<file path="config.mk">
export PLATFORM = sky130hd
export DESIGN_NAME = mem_map_ctrl
export DESIGN_NICKNAME = d
export VERILOG_FILES = /design/src/rtl/mem_map_pkg.sv /design/src/rtl/mem_map_decode.sv /design/src/rtl/mem_map_ctrl.sv
export SDC_FILE = /design/constraint.sdc
export NUM_CORES = 1
export LEC_CHECK = 0
export BUFFER_PORTS_ARGS = -buffer_cell sky130_fd_sc_hd__buf_4
export CAP_MARGIN = 20
export CORE_ASPECT_RATIO = 0.9
export CORE_MARGIN = 2
export CORE_UTILIZATION = 57
export CTS_CLUSTER_DIAMETER = 100
export DETAILED_ROUTE_END_ITERATION = 12
export PLACE_DENSITY = 0.8
export SLEW_MARGIN = 20
export SYNTH_ARGS = -nofsm -noshare
export SYNTH_HDL_FRONTEND = slang
export SYNTH_SLANG_ARGS = --single-unit
</file>
<file path="constraint.sdc">
create_clock -name clk -period 3 [get_ports clk]
set_input_delay 0 -clock clk [delete_from_list [all_inputs] [get_ports clk]]
set_output_delay 0 -clock clk [all_outputs]
set_load 0.02 [all_outputs]
</file>
<file path="src/rtl/mem_map_pkg.sv">
// mem_map_pkg: shared types, error codes and parameter checks for the memory-map controller
package mem_map_pkg;
  typedef enum logic [2:0] {R_ROM, R_RAM, R_IO, R_INT, R_FAULT} region_t;
  typedef enum logic {S_IDLE, S_ACCESS} state_t;
  localparam logic [1:0] C_MISALIGN = 2'd0;
  localparam logic [1:0] C_ROM_WR   = 2'd1;
  localparam logic [1:0] C_UNMAPPED = 2'd2;
  localparam logic [1:0] C_CONFLICT = 2'd3;
  localparam int WAIT_W = 8;
  function automatic bit io_fits(input longint base, input longint n, input int aw);
    return (base + 2 * n) < (longint'(1) << aw);
  endfunction
endpackage

</file>
<file path="src/rtl/mem_map_decode.sv">
// mem_map_decode: combinational address/direction decode into region, channel, fault and wait count
module mem_map_decode
  import mem_map_pkg::*;
#(
  parameter int ADDR_W   = 16,
  parameter int ROM_TOP  = 16'h00FF,
  parameter int RAM_TOP  = 16'h03FF,
  parameter int IO_BASE  = 16'h0400,
  parameter int N_IO     = 4,
  parameter int ROM_WAIT = 1,
  parameter int RAM_WAIT = 0,
  parameter int IDX_W    = (N_IO > 1) ? $clog2(N_IO) : 1
) (
  input  logic [ADDR_W-1:0] address,
  input  logic              re,
  input  logic              we,
  output region_t           region,
  output logic [IDX_W-1:0]  io_idx,
  output logic              fault,
  output logic [1:0]        cause,
  output logic [WAIT_W-1:0] wait_cnt
);
  logic [ADDR_W-1:0] off;
  logic in_io, is_int;
  assign off    = address - ADDR_W'(IO_BASE);
  assign in_io  = (address >= ADDR_W'(IO_BASE)) && (off < ADDR_W'(2 * N_IO));
  assign is_int = address == ADDR_W'(IO_BASE + 2 * N_IO);
  assign io_idx = IDX_W'(off >> 1);
  always_comb begin
    region   = R_FAULT;
    fault    = 1'b1;
    cause    = C_UNMAPPED;
    wait_cnt = '0;
    if (address[0]) cause = C_MISALIGN;
    else if (re && we) cause = C_CONFLICT;
    else if (address <= ADDR_W'(ROM_TOP)) begin
      cause    = we ? C_ROM_WR : C_UNMAPPED;
      fault    = we;
      region   = we ? R_FAULT : R_ROM;
      wait_cnt = we ? '0 : WAIT_W'(ROM_WAIT);
    end else if (address <= ADDR_W'(RAM_TOP)) begin
      region   = R_RAM;
      fault    = 1'b0;
      wait_cnt = WAIT_W'(RAM_WAIT);
    end else if (in_io || is_int) begin
      region = in_io ? R_IO : R_INT;
      fault  = 1'b0;
    end
  end
endmodule

</file>
<file path="src/rtl/mem_map_ctrl.sv">
// mem_map_ctrl: sequenced memory-map controller with wait states, strobes, error record and interrupt latch
module mem_map_ctrl
  import mem_map_pkg::*;
#(
  parameter int ADDR_W   = 16,
  parameter int ROM_TOP  = 16'h00FF,
  parameter int RAM_TOP  = 16'h03FF,
  parameter int IO_BASE  = 16'h0400,
  parameter int N_IO     = 4,
  parameter int ROM_WAIT = 1,
  parameter int RAM_WAIT = 0
) (
  input  logic              clk,
  input  logic              reset,
  input  logic              re_in,
  input  logic              we_in,
  input  logic [ADDR_W-1:0] address,
  output logic              ack,
  output logic              mem_err,
  output logic              err_sticky,
  output logic [1:0]        err_cause,
  output logic [ADDR_W-1:0] err_addr,
  input  logic              err_clr,
  output logic              re_out,
  output logic              we_out,
  output logic [N_IO-1:0]   io_rd,
  output logic [N_IO-1:0]   io_wr,
  output logic              int_req,
  input  logic              int_ack
);
  localparam int IDX_W = (N_IO > 1) ? $clog2(N_IO) : 1;
  if (!io_fits(IO_BASE, N_IO, ADDR_W)) begin : g_io_range
    $error("mem_map_ctrl: interrupt register lies outside the address space");
  end
  region_t d_region, region_q;
  logic [IDX_W-1:0] d_idx, idx_q;
  logic d_fault, fault_q, dir_q, busy, live, start;
  logic [1:0] d_cause, cause_q;
  logic [WAIT_W-1:0] d_wait, cnt_q;
  logic [ADDR_W-1:0] addr_q;
  state_t state_q, state_d;
  mem_map_decode #(
    .ADDR_W(ADDR_W), .ROM_TOP(ROM_TOP), .RAM_TOP(RAM_TOP), .IO_BASE(IO_BASE),
    .N_IO(N_IO), .ROM_WAIT(ROM_WAIT), .RAM_WAIT(RAM_WAIT), .IDX_W(IDX_W)
  ) u_decode (
    .address(address), .re(re_in), .we(we_in), .region(d_region), .io_idx(d_idx),
    .fault(d_fault), .cause(d_cause), .wait_cnt(d_wait)
  );
  assign start = (state_q == S_IDLE) && (re_in || we_in);
  always_comb begin
    state_d = state_q;
    state_d = (state_q == S_IDLE) ? (start ? S_ACCESS : S_IDLE)
                                  : ((cnt_q == '0) ? S_IDLE : S_ACCESS);
  end
  assign busy    = state_q == S_ACCESS;
  assign live    = busy && !fault_q;
  assign ack     = busy && (cnt_q == '0);
  assign mem_err = ack && fault_q;
  assign re_out  = live && !dir_q && (region_q == R_ROM || region_q == R_RAM);
  assign we_out  = live && dir_q && (region_q == R_RAM);
  assign io_rd   = (live && !dir_q && region_q == R_IO) ? (N_IO'(1) << idx_q) : '0;
  assign io_wr   = (live && dir_q && region_q == R_IO) ? (N_IO'(1) << idx_q) : '0;
  always_ff @(posedge clk) begin
    if (reset) begin
      state_q    <= S_IDLE;
      region_q   <= R_FAULT;
      idx_q      <= '0;
      dir_q      <= 1'b0;
      fault_q    <= 1'b0;
      cause_q    <= '0;
      cnt_q      <= '0;
      addr_q     <= '0;
      err_sticky <= 1'b0;
      err_cause  <= '0;
      err_addr   <= '0;
      int_req    <= 1'b0;
    end else begin
      state_q <= state_d;
      if (start) begin
        region_q <= d_region;
        idx_q    <= d_idx;
        dir_q    <= we_in;
        fault_q  <= d_fault;
        cause_q  <= d_cause;
        cnt_q    <= d_wait;
        addr_q   <= address;
      end else if (busy && cnt_q != '0) cnt_q <= cnt_q - WAIT_W'(1);
      // a new fault beats a simultaneous clear; otherwise the first fault is kept
      if (mem_err && (!err_sticky || err_clr)) begin
        err_sticky <= 1'b1;
        err_cause  <= cause_q;
        err_addr   <= addr_q;
      end else if (err_clr) begin
        err_sticky <= 1'b0;
        err_cause  <= '0;
        err_addr   <= '0;
      end
      int_req <= (ack && !fault_q && region_q == R_INT) || (int_req && !int_ack);
    end
  end
endmodule
</file>
# ---- Yosys cells after proc, flatten, opt, wreduce, memory -nomap -nowiden
# Cells that the tools add are included.
dict set report classes {
  n_addsub 2
  magnitude_cmp 4
  eq_ne 4
  n_shift 1
  mux 33
  bitwise_logic 1
  reduce_logical 31
}
# op count
set ops {}
lappend ops {{$mux W8} 5}
lappend ops {{$mux W16} 2}
lappend ops {{$mux W3} 6}
lappend ops {{$logic_and A1 B1 Y1} 17}
lappend ops {{$eq A16 B11 Y1 const B} 1}
lappend ops {{$ge A16 B11 Y1 const B} 1}
lappend ops {{$le A16 B10 Y1 const B} 1}
lappend ops {{$le A16 B8 Y1 const B} 1}
lappend ops {{$lt A16 B4 Y1 const B} 1}
lappend ops {{$sub A16 B11 Y16 const B} 1}
lappend ops {{$mux W1} 12}
lappend ops {{$mux W2} 6}
lappend ops {{$logic_not A8 Y1} 1}
lappend ops {{$mux W4} 2}
lappend ops {{$reduce_bool A8 Y1} 1}
lappend ops {{$sub A8 B1 Y8 const B} 1}
lappend ops {{$eq A3 B2 Y1 const B} 2}
lappend ops {{$logic_or A1 B1 Y1} 5}
lappend ops {{$logic_not A1 Y1} 4}
lappend ops {{$reduce_bool A2 Y1} 2}
lappend ops {{$shl A1 B2 Y4 const A} 1}
lappend ops {{$eq A3 B1 Y1 const B} 1}
lappend ops {{$logic_not A3 Y1} 1}
lappend ops {{$not A1 Y1} 1}
dict set report totals {
  regBits 54
  input_bits 22
  out_inout_bits 32
  elab_cells 88
}

# ---- Depth between registers and ports, before layout
# Gate-level depths: netlist (run 1).
dict set report depth {
  word_depth 9
  depth_mapped 8
  ltp_nobuf 6
}

# ---- By module
# Synthesis (run 1) repeated with hierarchy kept, for this count alone.
dict set report unflattened {
  cells_unflattened 318
  hier_area_um2 2585.0
}
# module n_inst cells_each area_per_inst_um2 seq_area_each_um2
set by_module_without_submodules {}
lappend by_module_without_submodules {mem_map_ctrl 1 286 2318.5 1081.0}
lappend by_module_without_submodules {mem_map_decode 1 32 266.5 0.0}

# ---- Least setup slack after synthesis (run 1)
# Ideal clock, no wire load.
dict set report synth_path {
  path_type {register to register}
  from {register cnt_q[0]}
  to {register cnt_q[0]}
  setup_time_ps 86
  arrival_time_ps 1532
  t_required_ps 2914
  path_slack_ps 1382
  stages_incl_launch_ff 7
  path_buffers 0
  synth_period_minus_slack_ps 1618
  cell_sequence {dfxtp_1 -> inv_1 -> ha_1 -> or3b_2 -> o21ai_4 -> o21ai_2 -> a221oi_2}
}
dict set report synth_via {
  elab_chain_cells 3
  elab_cells_between_ends 6
  cone_classes {add/sub (1); mux (2); reduce/logical (3)}
}
# item line
set synth_rtl {}
lappend synth_rtl {{from (decl)} mem_map_ctrl.sv:39} ;# logic [WAIT_W-1:0] d_wait, cnt_q;
lappend synth_rtl {{from (signal assigned)} mem_map_ctrl.sv:85} ;# cnt_q <= d_wait;
lappend synth_rtl {{from (signal assigned)} mem_map_ctrl.sv:87} ;# end else if (busy && cnt_q != '0) cnt_q <= cnt_q - WAIT_W'(1);
lappend synth_rtl {{$sub A8 B1 Y8 or $reduce_bool A8 Y1 (tied branches)} mem_map_ctrl.sv:87}
lappend synth_rtl {{$mux W8 or $logic_and A1 B1 Y1 (tied branches)} mem_map_ctrl.sv:87}
lappend synth_rtl {{$mux W8 or $reduce_bool A2 Y1 (tied branches)} n/a}
# Several ways; a longest one is shown, not always the timed one. The select of a mux whose other input is x is not followed.
# A chain may end at the register's enable or synchronous reset.

# ---- Worst setup path in the final report (run 1)
dict set report layout_path {
  from {register state_q, in the netlist busy}
  to {output io_rd[0]}
}
dict set report layout_via {
  elab_chain_cells 4
}
# item line
set layout_rtl {}
lappend layout_rtl {{from (decl)} mem_map_ctrl.sv:41} ;# state_t state_q, state_d;
lappend layout_rtl {{from (signal assigned)} mem_map_ctrl.sv:78} ;# state_q <= state_d;
lappend layout_rtl {{$logic_and A1 B1 Y1} mem_map_ctrl.sv:56} ;# assign live = busy && !fault_q;
lappend layout_rtl {{$logic_and A1 B1 Y1 (2 in series)} mem_map_ctrl.sv:61} ;# assign io_rd = (live && !dir_q && region_q == R_IO) ? (N_IO'(1) << idx_q) : '0;
lappend layout_rtl {{$mux W4} mem_map_ctrl.sv:61}
lappend layout_rtl {{to (decl)} mem_map_ctrl.sv:26} ;# output logic [N_IO-1:0] io_rd,
# Every way passes these cells.

==> qor.csv, run 1 <==
stage;metric;value;unit
place;dp_worst_setup_slack;1.048;ns
drt;route.final.wire_length;5453;um
synthesis;synth_cell_types;47;
job;cap_violations;0;
timing;slew_viol_final;0;
clock_network;clk_path_buf_depth;2;
clock_network;clkSinkCount;52;
timing;setup_violations;0;
layout;final_cell_mix;56 x nand2_1, 54 x buf_4, 52 x dfxtp_1, 43 x a21oi_1, 23 x nor2_1;
die;die_area;4566;um^2
timing;period_needed;2.018;ns
global_route;grt_pass1_vias;1990;
synthesis;synth_edf_count;0;
setup_path;start_kind;register;
drt;first_iter_violations;128;
setup_path;slowest_stage;dfxtp_1;
drt;first_pass_iters;4;
global_route;grt.overflow.total;0;
layout;layout.core_utilization;78.16;%
timing;worst_slack;0.9817;ns
synthesis;synth_nets;304;
synthesis;avgSynthCellArea;8.197;um^2
die;core;3810;um^2
synthesis;synth-seq-cells;52;
layout;final_common_cell;nand2_1;
layout;diodes;0;
drt;wl_per_cell;13.98;um
setup_path;r2r-start;busy;
min_path;min_path_type;in -> reg;
layout;syn_to_final_growth;29.28;%
global_route;track_usage;24.49;%
timing;rsz0062_at_grt;false;
clock_network;clk-insertion-delay-late;0.30;ns
global_route;grt_antenna_before_repair;0;
outcome;outcome;completed;
synthesis;ys_warn_count;0;
place;dp_hpwl;3593;um
timing;fin_crit_sh;67.28;%
setup_path;r2r-end;err_addr[15];
synthesis;netlist_area;2303;um^2
setup_path;cp-end-kind;primary output;
global_route;grt_max_degree;51;
timing;fmax;0.4955;GHz
clock_network;clk_pin_slew;0.09;ns
layout;drive_above_1_share;20.93;%
layout;finalNetCount;366;
setup_path;regToRegSetupSlack;1.04;ns
drt;drtAntennaViolNets;0;
setup_path;max_stage_delay;0.64;ns
timing;hold_viol;0;
power_and_ir_drop;p_per_area;488.2;nW/um^2
power_and_ir_drop;vdd_drop_max;0.4339;mV
die;num_rows;21;
timing;finalSetupTns;0;ns
drt;vias;2188;
timing;maxSlewHeadroom;52.59;%
place;gp_congestion;0.8014;
synthesis;yosys_most_used_dff;dfxtp_1;
layout;stdcell_count;390;
setup_path;path_cells;nand2_1, or4b_1, nor3_1, buf_4;
min_path;min_to;dir_q;
clock_network;cts_resized;0;
die;die_h;64.31;um
synthesis;synth-async-reset-ratio;0;%
drt;route.detailed.drc;0;
drt;viasPerCell;5.610;
die;die_w;71.01;um
synthesis;seq_area_frac_synth;45.19;%
setup_path;critPathMaxFanout;16;
clock_network;root_buffer;clkbuf_8;
clock_network;hold_buffers;17;
timing;fin_skew;0.004851;ns
setup_path;r2r_cells;4;
place;portBuffers;53;
power_and_ir_drop;finalPower;1.454;mW
setup_path;critPathArrivalTime;2.02;ns
clock_network;post_cts_buffers;0;
place;post-place-cells;365;
setup_path;path_class;reg -> out;
timing;tightestPinTransition;0.7085;ns
setup_path;required;3.00;ns
synthesis;synth_cells;281;
clock_network;cts_buffers;5;
clock_network;cts_tree;built;
power_and_ir_drop;p_leak;1.142;nW
global_route;grt_pass1_wl;9066;um
min_path;hold_depth;3;
min_path;hp-start;we_in;
die;io_pins;54;
die;start_util;60.46;%
clock_network;htree_levels;2;
==> worst max-delay path: cells and delay by family, from the launching register on <==
kind,cells,cell delay (ns)
buf+inv,1,0.17
simple gates,3,0.91
flops,1,0.64
==> area by class of cell <==
| type | instances | area [um^2] |
|---|---|---|
| Clock buffer | 5 | 68.82 |
| Clock inverter | 3 | 46.29 |
| Fill cell | 302 | 832.0 |
| Inverter | 5 | 18.77 |
| Multi-Input combinational cell | 208 | 1170 |
| Sequential cell | 52 | 1041 |
| Tap cell | 46 | 57.56 |
| Timing Repair Buffer | 71 | 575.6 |
==> Yosys cell counts (all sizes together) (3+ instances only) <==
library cell,n,area share (%)
a21oi,43,9.3
nand4b,3,1.1
buf,6,1.6
nor2,23,3.7
inv,5,0.81
dfxtp,52,45
nand2,56,9.1
o211ai,3,1.2
nor3,9,2.0
clkbuf,10,1.6
xor2,3,1.1
nand3b,20,6.5
nand2b,7,1.9
nand4,5,1.6
nor4,3,1.1
o21ai,5,1.7
==> metrics by stage <==
| stage | hold WS, ns | cell area [um^2] |
|---|---|---|
| 2_1_floorplan | 0.1255 | 2303 |
| 3_3_place_gp | 0.2583 | 2693 |
| 3_5_place_dp | 0.2597 | 2693 |
| 4_1_cts | 0.01803 | 2978 |
| 5_1_grt | 0.02428 | 2978 |
| 6_report | 0.02552 | 2978 |
==> registers in the layout, indices dropped and copies added, names as in the netlist, 2 cells and up <==
signal     cells
region_q       3
cnt_q          8
err_addr      16
cause_q        2
addr_q        15
err_cause      2
==> metal layers <==
layer	global-route usage, %	share of wire [%]
met2	42.29	49
met3	4.574	4.6
met4	5.660	0.64
met1	31.72	46
met5	0	0
==> how the worst max path moves through the flow <==
stage          startpoint  slack (ns)  cells after the start            to
2_1_floorplan    cnt_q[0]        1.38                      6      cnt_q[0]
4_1_cts              busy        0.98                      4      io_rd[0]
5_1_grt              busy        0.81                      4      io_rd[0]
6_report             busy        0.98                      4      io_rd[0]
3_5_place_dp         busy        1.05                      4   err_addr[9]
3_3_place_gp         busy        1.10                      4  err_addr[12]
==> cells by family (layout without fill, tap and decap cells) <==
| logic type | count (synthesis) | count (layout) | share of synthesized area, % |
|---|---|---|---|
| AO/OA/AOI/OAI | 61 | 61 | 16.13 |
| XOR/XNOR | 5 | 5 | 1.901 |
| adder cells (fa/ha/maj) | 1 | 1 | 0.5431 |
| buffers and inverters | 21 | 84 | 4.020 |
| flip-flops | 52 | 52 | 45.19 |
| AND/OR/NAND/NOR | 141 | 141 | 32.21 |
==> power breakdown <==
group          internal (mW)  leakage, nW  switching, mW
logic                 0.0958        0.664          0.125
clock network          0.251       0.0548          0.234
registers              0.720        0.424         0.0269
Note: power is estimated with default switching activity, not from simulation.
==> run 2, diff against run 1 <==
- CORE_UTILIZATION: 57 -> 53
- PLACE_DENSITY: 0.8 -> 0.75
- clock period: 3 -> 2.1 ns (I/O delays scaled with it)
==> run 2 against run 1 <==
  * Wire length down 2.8%
  * Register-to-register slack got worse by 0.73 ns
  * Critical path depth is the same
  * Largest power group unchanged
==> qor.csv, run 2 (same netlist as run 1, synthesis figures left out) <==
stage;metric;value;unit;change
clock_network;cts_buffers;5;;unchanged
global_route;track_usage;23.05;%;-1.4 points
setup_path;path_cells;nand2_1, or4b_1, nor3_1, buf_4;;
layout;largest_reg_flops;16;;unchanged
setup_path;r2r-end;cnt_q[0];;
global_route;use_met2;39.51;%;-2.8 points
min_path;min_path_type;in -> reg;;
setup_path;required;2.10;ns;-0.90 ns
setup_path;slowest_stage;or4b_1;;
die;io_pins;54;;unchanged
die;start_util;55.79;%;-4.7 points
layout;diodes;0;;unchanged
drt;viasPerCell;5.362;;-4.4%
drt;wl_per_cell;13.42;um;-4.0%
power_and_ir_drop;p_leak;1.167;nW;+2.2%
setup_path;crit_cells;4;;unchanged
timing;slew_viol_final;0;;unchanged
layout;register_area;1042;um^2;+0.12%
global_route;grt_pass1_vias;1960;;-1.5%
drt;route.detailed.drc;0;;unchanged
outcome;outcome;completed;;
layout;syn_to_final_growth;30.91;%;
setup_path;cp-endpoint;io_rd[0];;
layout;drive_above_1_share;21.90;%;+0.97 points
clock_network;clkSinkCount;52;;unchanged
setup_path;startpoint;busy;;
setup_path;critPathMaxFanout;16;;unchanged
place;dpl_cell_area;2718;um^2;+0.93%
clock_network;clk_pin_slew;0.09;ns;about the same
clock_network;clk_path_buf_depth;2;;unchanged
layout;fin_area;3015;um^2;+1.3%
drt;route.final.wire_length;5300;um;-2.8%
setup_path;path_class;reg -> out;;
drt;first_iter_violations;109;;-15%
layout;nFillCells;347;;+15%
clock_network;root_buffer;clkbuf_8;;
timing;fmax;0.5407;GHz;
timing;finalSetupTns;0;ns;unchanged
timing;hold_viol;0;;unchanged
power_and_ir_drop;vdd_drop_max;0.6794;mV;+57%
setup_path;cp-end-kind;primary output;;
global_route;grt-busiest-layer;met2;;
timing;rsz0062_at_grt;false;;
clock_network;cts_tree;built;;
layout;top_register;err_addr;;
clock_network;htree_levels;2;;unchanged
clock_network;clk-insertion-delay-late;0.30;ns;about the same
global_route;grt_antenna_before_repair;0;;unchanged
die;die_area;4890;um^2;+7.1%
layout;finalNetCount;369;;+0.82%
place;dp_hpwl;3440;um;-4.3%
global_route;grt_max_degree;51;;unchanged
timing;timing.hold.ws;0.009626;ns;-0.01590 ns
timing;period_needed;1.849;ns;
drt;vias;2118;;-3.2%
setup_path;start_kind;register;;
global_route;grt_pass1_wl;8859;um;-2.3%
setup_path;critPathArrivalTime;1.85;ns;-0.17 ns
layout;final_cell_mix;57 x buf_4, 56 x nand2_1, 51 x dfxtp_1, 43 x a21oi_1, 23 x nor2_1;;
die;core;4129;um^2;+8.4%
layout;final_common_cell;buf_4;;
timing;fin_crit_sh;88.07;%;
global_route;grt.overflow.total;0;;unchanged
setup_path;max_stage_delay;0.56;ns;-0.08 ns
global_route;grtUsageMet3;5.446;%;+0.87 points
place;portBuffers;53;;unchanged
die;die_h;66.54;um;+3.5%
timing;maxSlewHeadroom;65.86;%;+13 points
layout;largestRegisters;err_addr (16), addr_q (15), cnt_q (8);;
global_route;groute.layer.met1.usage;29.59;%;-2.1 points
setup_path;regToRegSetupSlack;0.31;ns;-0.73 ns
clock_network;post_cts_buffers;0;;unchanged
die;num_rows;22;;+4.8%
drt;drtAntennaViolNets;0;;unchanged
timing;setup_violations;0;;unchanged
layout;multi_input_area;1170;um^2;unchanged
die;die_w;73.49;um;+3.5%
timing;tightestPinTransition;0.5121;ns;-0.1964 ns
drt;first_pass_iters;4;;unchanged
setup_path;r2r_cells;6;;+2
place;gp_congestion;0.7574;;-5.5%
setup_path;r2r-start;cnt_q[0];;
setup_path;cpLargestDelayFamily;simple AND/OR/NAND/NOR gates;;
setup_path;cp_num_buf_inv;1;;unchanged
timing;fin_skew;0.007233;ns;+0.002381 ns
power_and_ir_drop;p_per_area;707.6;nW/um^2;+45%
job;cap_violations;0;;unchanged
[run 2: changes by cell type in the layout (fill, tap and decap cells not counted), sizes merged]
cell and delta:
buf +3, clkbuf +2, clkinvlp -1, inv -1
[run 2: tightest hold or removal path, stage by stage]
cell	delay (ns)
buf_4	0.14
nand2b_1	0.07
a21oi_1	0.06
[run 2: repair_timing]
item                                    4_1_cts  5_1_grt
hold buffers                                 17        0
hold endpoints to repair                     18        0
endpoints found under the setup margin        0        4
gates resized for setup                       0        1
[run 2: worst min path at each step]
stage,startpoint,to,slack (ns),depth (start not counted)
after floorplan,address[10],region_q[1],0.13,1
after global placement,address[10],region_q[1],0.25,2
after detailed placement,address[10],region_q[1],0.26,2
after CTS,we_in,dir_q,0.009,3
after global routing,we_in,dir_q,0.03,3
final,we_in,dir_q,0.01,3
[run 2: where the power goes]
group          switching [mW]  internal, mW  leakage [nW]  total, mW
sequential             0.0374          1.03         0.424       1.07
combinational           0.179         0.140         0.679      0.319
clock                   0.326         0.421        0.0645      0.747
[run 2: metal layers]
layer	wire [um]	part of all wire, %
met1	2550	48
met2	2512	47
met3	210	4.0
met4	27	0.51
met5	0	0
[run 2: area by class of cell]
| cell class | instances | area share (%) |
|---|---|---|
| Timing Repair Buffer | 74 | 19.83 |
| Clock inverter | 1 | 0.9959 |
| Multi-Input combinational cell | 208 | 38.80 |
| Tap cell | 48 | 1.992 |
| Sequential cell | 52 | 34.56 |
| Inverter | 5 | 0.6224 |
| Clock buffer | 7 | 3.195 |
[run 2: through the flow]
stage | std cells | setup WS [ns] | util, % | total power, mW
4_1_cts | 395 | 0.05410 | 73.00 | 2.133
3_3_place_gp | 370 | 0.4000 | 65.82 | 1.380
3_5_place_dp | 370 | 0.3416 | 65.82 | 1.383
5_1_grt | 395 | 0.1058 | 73.03 | 2.235
2_1_floorplan | 281 | 0.4818 | - | 1.284
6_report | 395 | 0.2506 | 73.03 | 2.134
==> run 3, diff against run 2 <==
- BUFFER_PORTS_ARGS: -buffer_cell sky130_fd_sc_hd__buf_4 -> -buffer_cell sky130_fd_sc_hd__buf_2
==> run 3 against run 2 <==
  * Worst hold slack better by 0.041 ns
  * Via count up 2.5%
  * Clock power decreased by 22%
  * Fmax decreased by 0.75%
  * Flip-flop and latch count did not move
  * Global-route usage rose by 1.1 points
  * Count of clock-buffer cells in the layout unchanged
  * Setup slack got worse by 0.014 ns
  * First-iteration DRC count up 26%
  * Largest cell class unchanged
  * Highest routed layer unchanged
==> qor.csv, run 3 (same netlist as run 1, synthesis figures left out) <==
stage;metric;value;unit;change
outcome;outcome;completed;;
layout;syn_to_final_growth;24.66;%;
die;num_rows;22;;unchanged
layout;top_register;err_addr;;
timing;tightestPinTransition;0.6134;ns;+0.1013 ns
job;cap_violations;0;;unchanged
power_and_ir_drop;p_seq_share;54.2;%;+4.2 points
min_path;min_path_type;in -> reg;;
min_path;hold_depth;3;;unchanged
clock_network;cts_buffers;5;;unchanged
layout;layout.core_utilization;69.55;%;-3.5 points
drt;viasPerCell;5.455;;+1.7%
global_route;track_usage;24.12;%;+1.1 points
timing;timing.hold.ws;0.05109;ns;+0.04147 ns
die;start_util;55.79;%;unchanged
global_route;grt_max_degree;35;;-31%
layout;diodes;0;;unchanged
clock_network;clk_path_buf_depth;2;;unchanged
layout;stdcell_count;398;;+0.76%
drt;route.detailed.drc;0;;unchanged
layout;nFillCells;365;;+5.2%
place;post-place-cells;373;;+0.81%
timing;fmax;0.5367;GHz;-0.75%
clock_network;htree_levels;2;;unchanged
setup_path;regToRegSetupSlack;0.32;ns;about the same
layout;drive_above_1_share;22.00;%;+0.098 points
layout;largest_reg_flops;16;;unchanged
layout;finalNetCount;372;;+0.81%
die;core;4129;um^2;unchanged
clock_network;clk_pin_slew;0.09;ns;about the same
layout;multi_input_area;1170;um^2;unchanged
place;dp_worst_setup_slack;0.3455;ns;+0.003943 ns
setup_path;start_kind;register;;
drt;first_pass_iters;4;;unchanged
drt;first_iter_violations;137;;+26%
die;io_pins;54;;unchanged
layout;final_common_cell;nand2_1;;
power_and_ir_drop;clkPwrFrac;29.6;%;-5.4 points
timing;hold_viol;0;;unchanged
setup_path;r2r_cells;6;;unchanged
power_and_ir_drop;p_int;1.428;mW;-10%
setup_path;cp-end-kind;primary output;;
timing;finalSetupTns;0;ns;unchanged
clock_network;clkSinkCount;52;;unchanged
timing;worst_slack;0.2367;ns;-0.01390 ns
die;die_h;66.54;um;unchanged
power_and_ir_drop;p_leak;1.147;nW;-1.7%
power_and_ir_drop;vdd_drop_max;0.4689;mV;-31%
place;dpl_cell_area;2608;um^2;-4.1%
power_and_ir_drop;power.switching;0.5354;mW;-1.4%
clock_network;cts_tree;built;;
min_path;hp-start;we_in;;
drt;vias;2171;;+2.5%
clock_network;clk-insertion-delay-late;0.29;ns;about the same
timing;rsz0062_at_grt;false;;
die;die_w;73.49;um;unchanged
layout;register_area;1041;um^2;-0.12%
global_route;grt.overflow.total;0;;unchanged
power_and_ir_drop;sw_frac_of_total;27.27;%;+1.8 points
layout;final_cell_mix;56 x nand2_1, 53 x buf_2, 52 x dfxtp_1, 43 x a21oi_1, 23 x nor2_1;;
setup_path;critPathMaxFanout;10;;-6
clock_network;root_buffer;clkbuf_8;;
global_route;grt_pass1_vias;2144;;+9.4%
timing;slew_viol_final;0;;unchanged
place;portBuffers;53;;unchanged
global_route;grt_antenna_before_repair;0;;unchanged
setup_path;r2r-end;cnt_q[0];;
power_and_ir_drop;p_per_area;683.6;nW/um^2;-3.4%
die;die_area;4890;um^2;unchanged
timing;period_needed;1.863;ns;+0.01390 ns
timing;fin_skew;0.008475;ns;+0.001242 ns
global_route;grt_pass1_wl;9342;um;+5.5%
drt;drtAntennaViolNets;0;;unchanged
timing;maxSlewHeadroom;59.11;%;-6.8 points
setup_path;required;2.10;ns;about the same
setup_path;path_class;reg -> out;;
timing;setup_violations;0;;unchanged
drt;route.final.wire_length;5577;um;+5.2%
setup_path;critPathArrivalTime;1.86;ns;about the same
setup_path;r2r-start;cnt_q[0];;
place;dp_hpwl;3661;um;+6.4%
power_and_ir_drop;comb_power_share;16.2;%;+1.2 points
drt;wl_per_cell;14.01;um;+4.4%
power_and_ir_drop;finalPower;1.963;mW;-8.0%
timing;fin_crit_sh;88.73;%;+0.66 points
layout;fin_area;2872;um^2;-4.8%
layout;largestRegisters;err_addr (16), addr_q (15), cnt_q (8);;
min_path;min_to;dir_q;;
clock_network;post_cts_buffers;0;;unchanged
place;gp_congestion;0.7982;;+5.4%
-- run 3: worst max-delay path, cell delays in order, from the launching register on --
cell,delay (ns)
dfxtp_1,0.52
nand2_1,0.15
or4b_1,0.57
nor3_1,0.15
buf_2,0.19
-- run 3: layout make-up --
type | count | area share (%)
Clock buffer | 7 | 3.007
Clock inverter | 1 | 0.2614
Inverter | 5 | 0.6536
Multi-Input combinational cell | 208 | 40.74
Sequential cell | 52 | 36.25
Tap cell | 48 | 2.092
Timing Repair Buffer | 77 | 16.99
-- run 3: timing repair --
action                    in CTS  in global routing
hold buffers                  17                  0
hold endpoints to repair      18                  0
gates resized for setup        0                  0
-- run 3: worst max path at each step --
stage / from / end / cells after the start
2_1_floorplan: cnt_q[0] / cnt_q[0] / 6
3_3_place_gp: cnt_q[0] / cnt_q[0] / 6
3_5_place_dp: cnt_q[0] / cnt_q[0] / 6
4_1_cts: busy / io_rd[0] / 4
5_1_grt: busy / io_rd[0] / 4
6_report: busy / io_rd[0] / 4
-- run 3: power by group through the flow --
stage	clock, mW	combinational, mW	sequential (mW)
6_report	0.581	0.318	1.06
5_1_grt	0.629	0.355	1.07
4_1_cts	0.588	0.316	1.06
3_5_place_dp	0	0.291	1.09
3_3_place_gp	0	0.284	1.08
2_1_floorplan	0	0.199	1.08
-- run 3: layer usage --
layer	share of wire, %	track usage (%)
met1	46	29.20
met2	49	45.20
met3	3.7	3.631
met4	0.56	4.091
met5	0	0
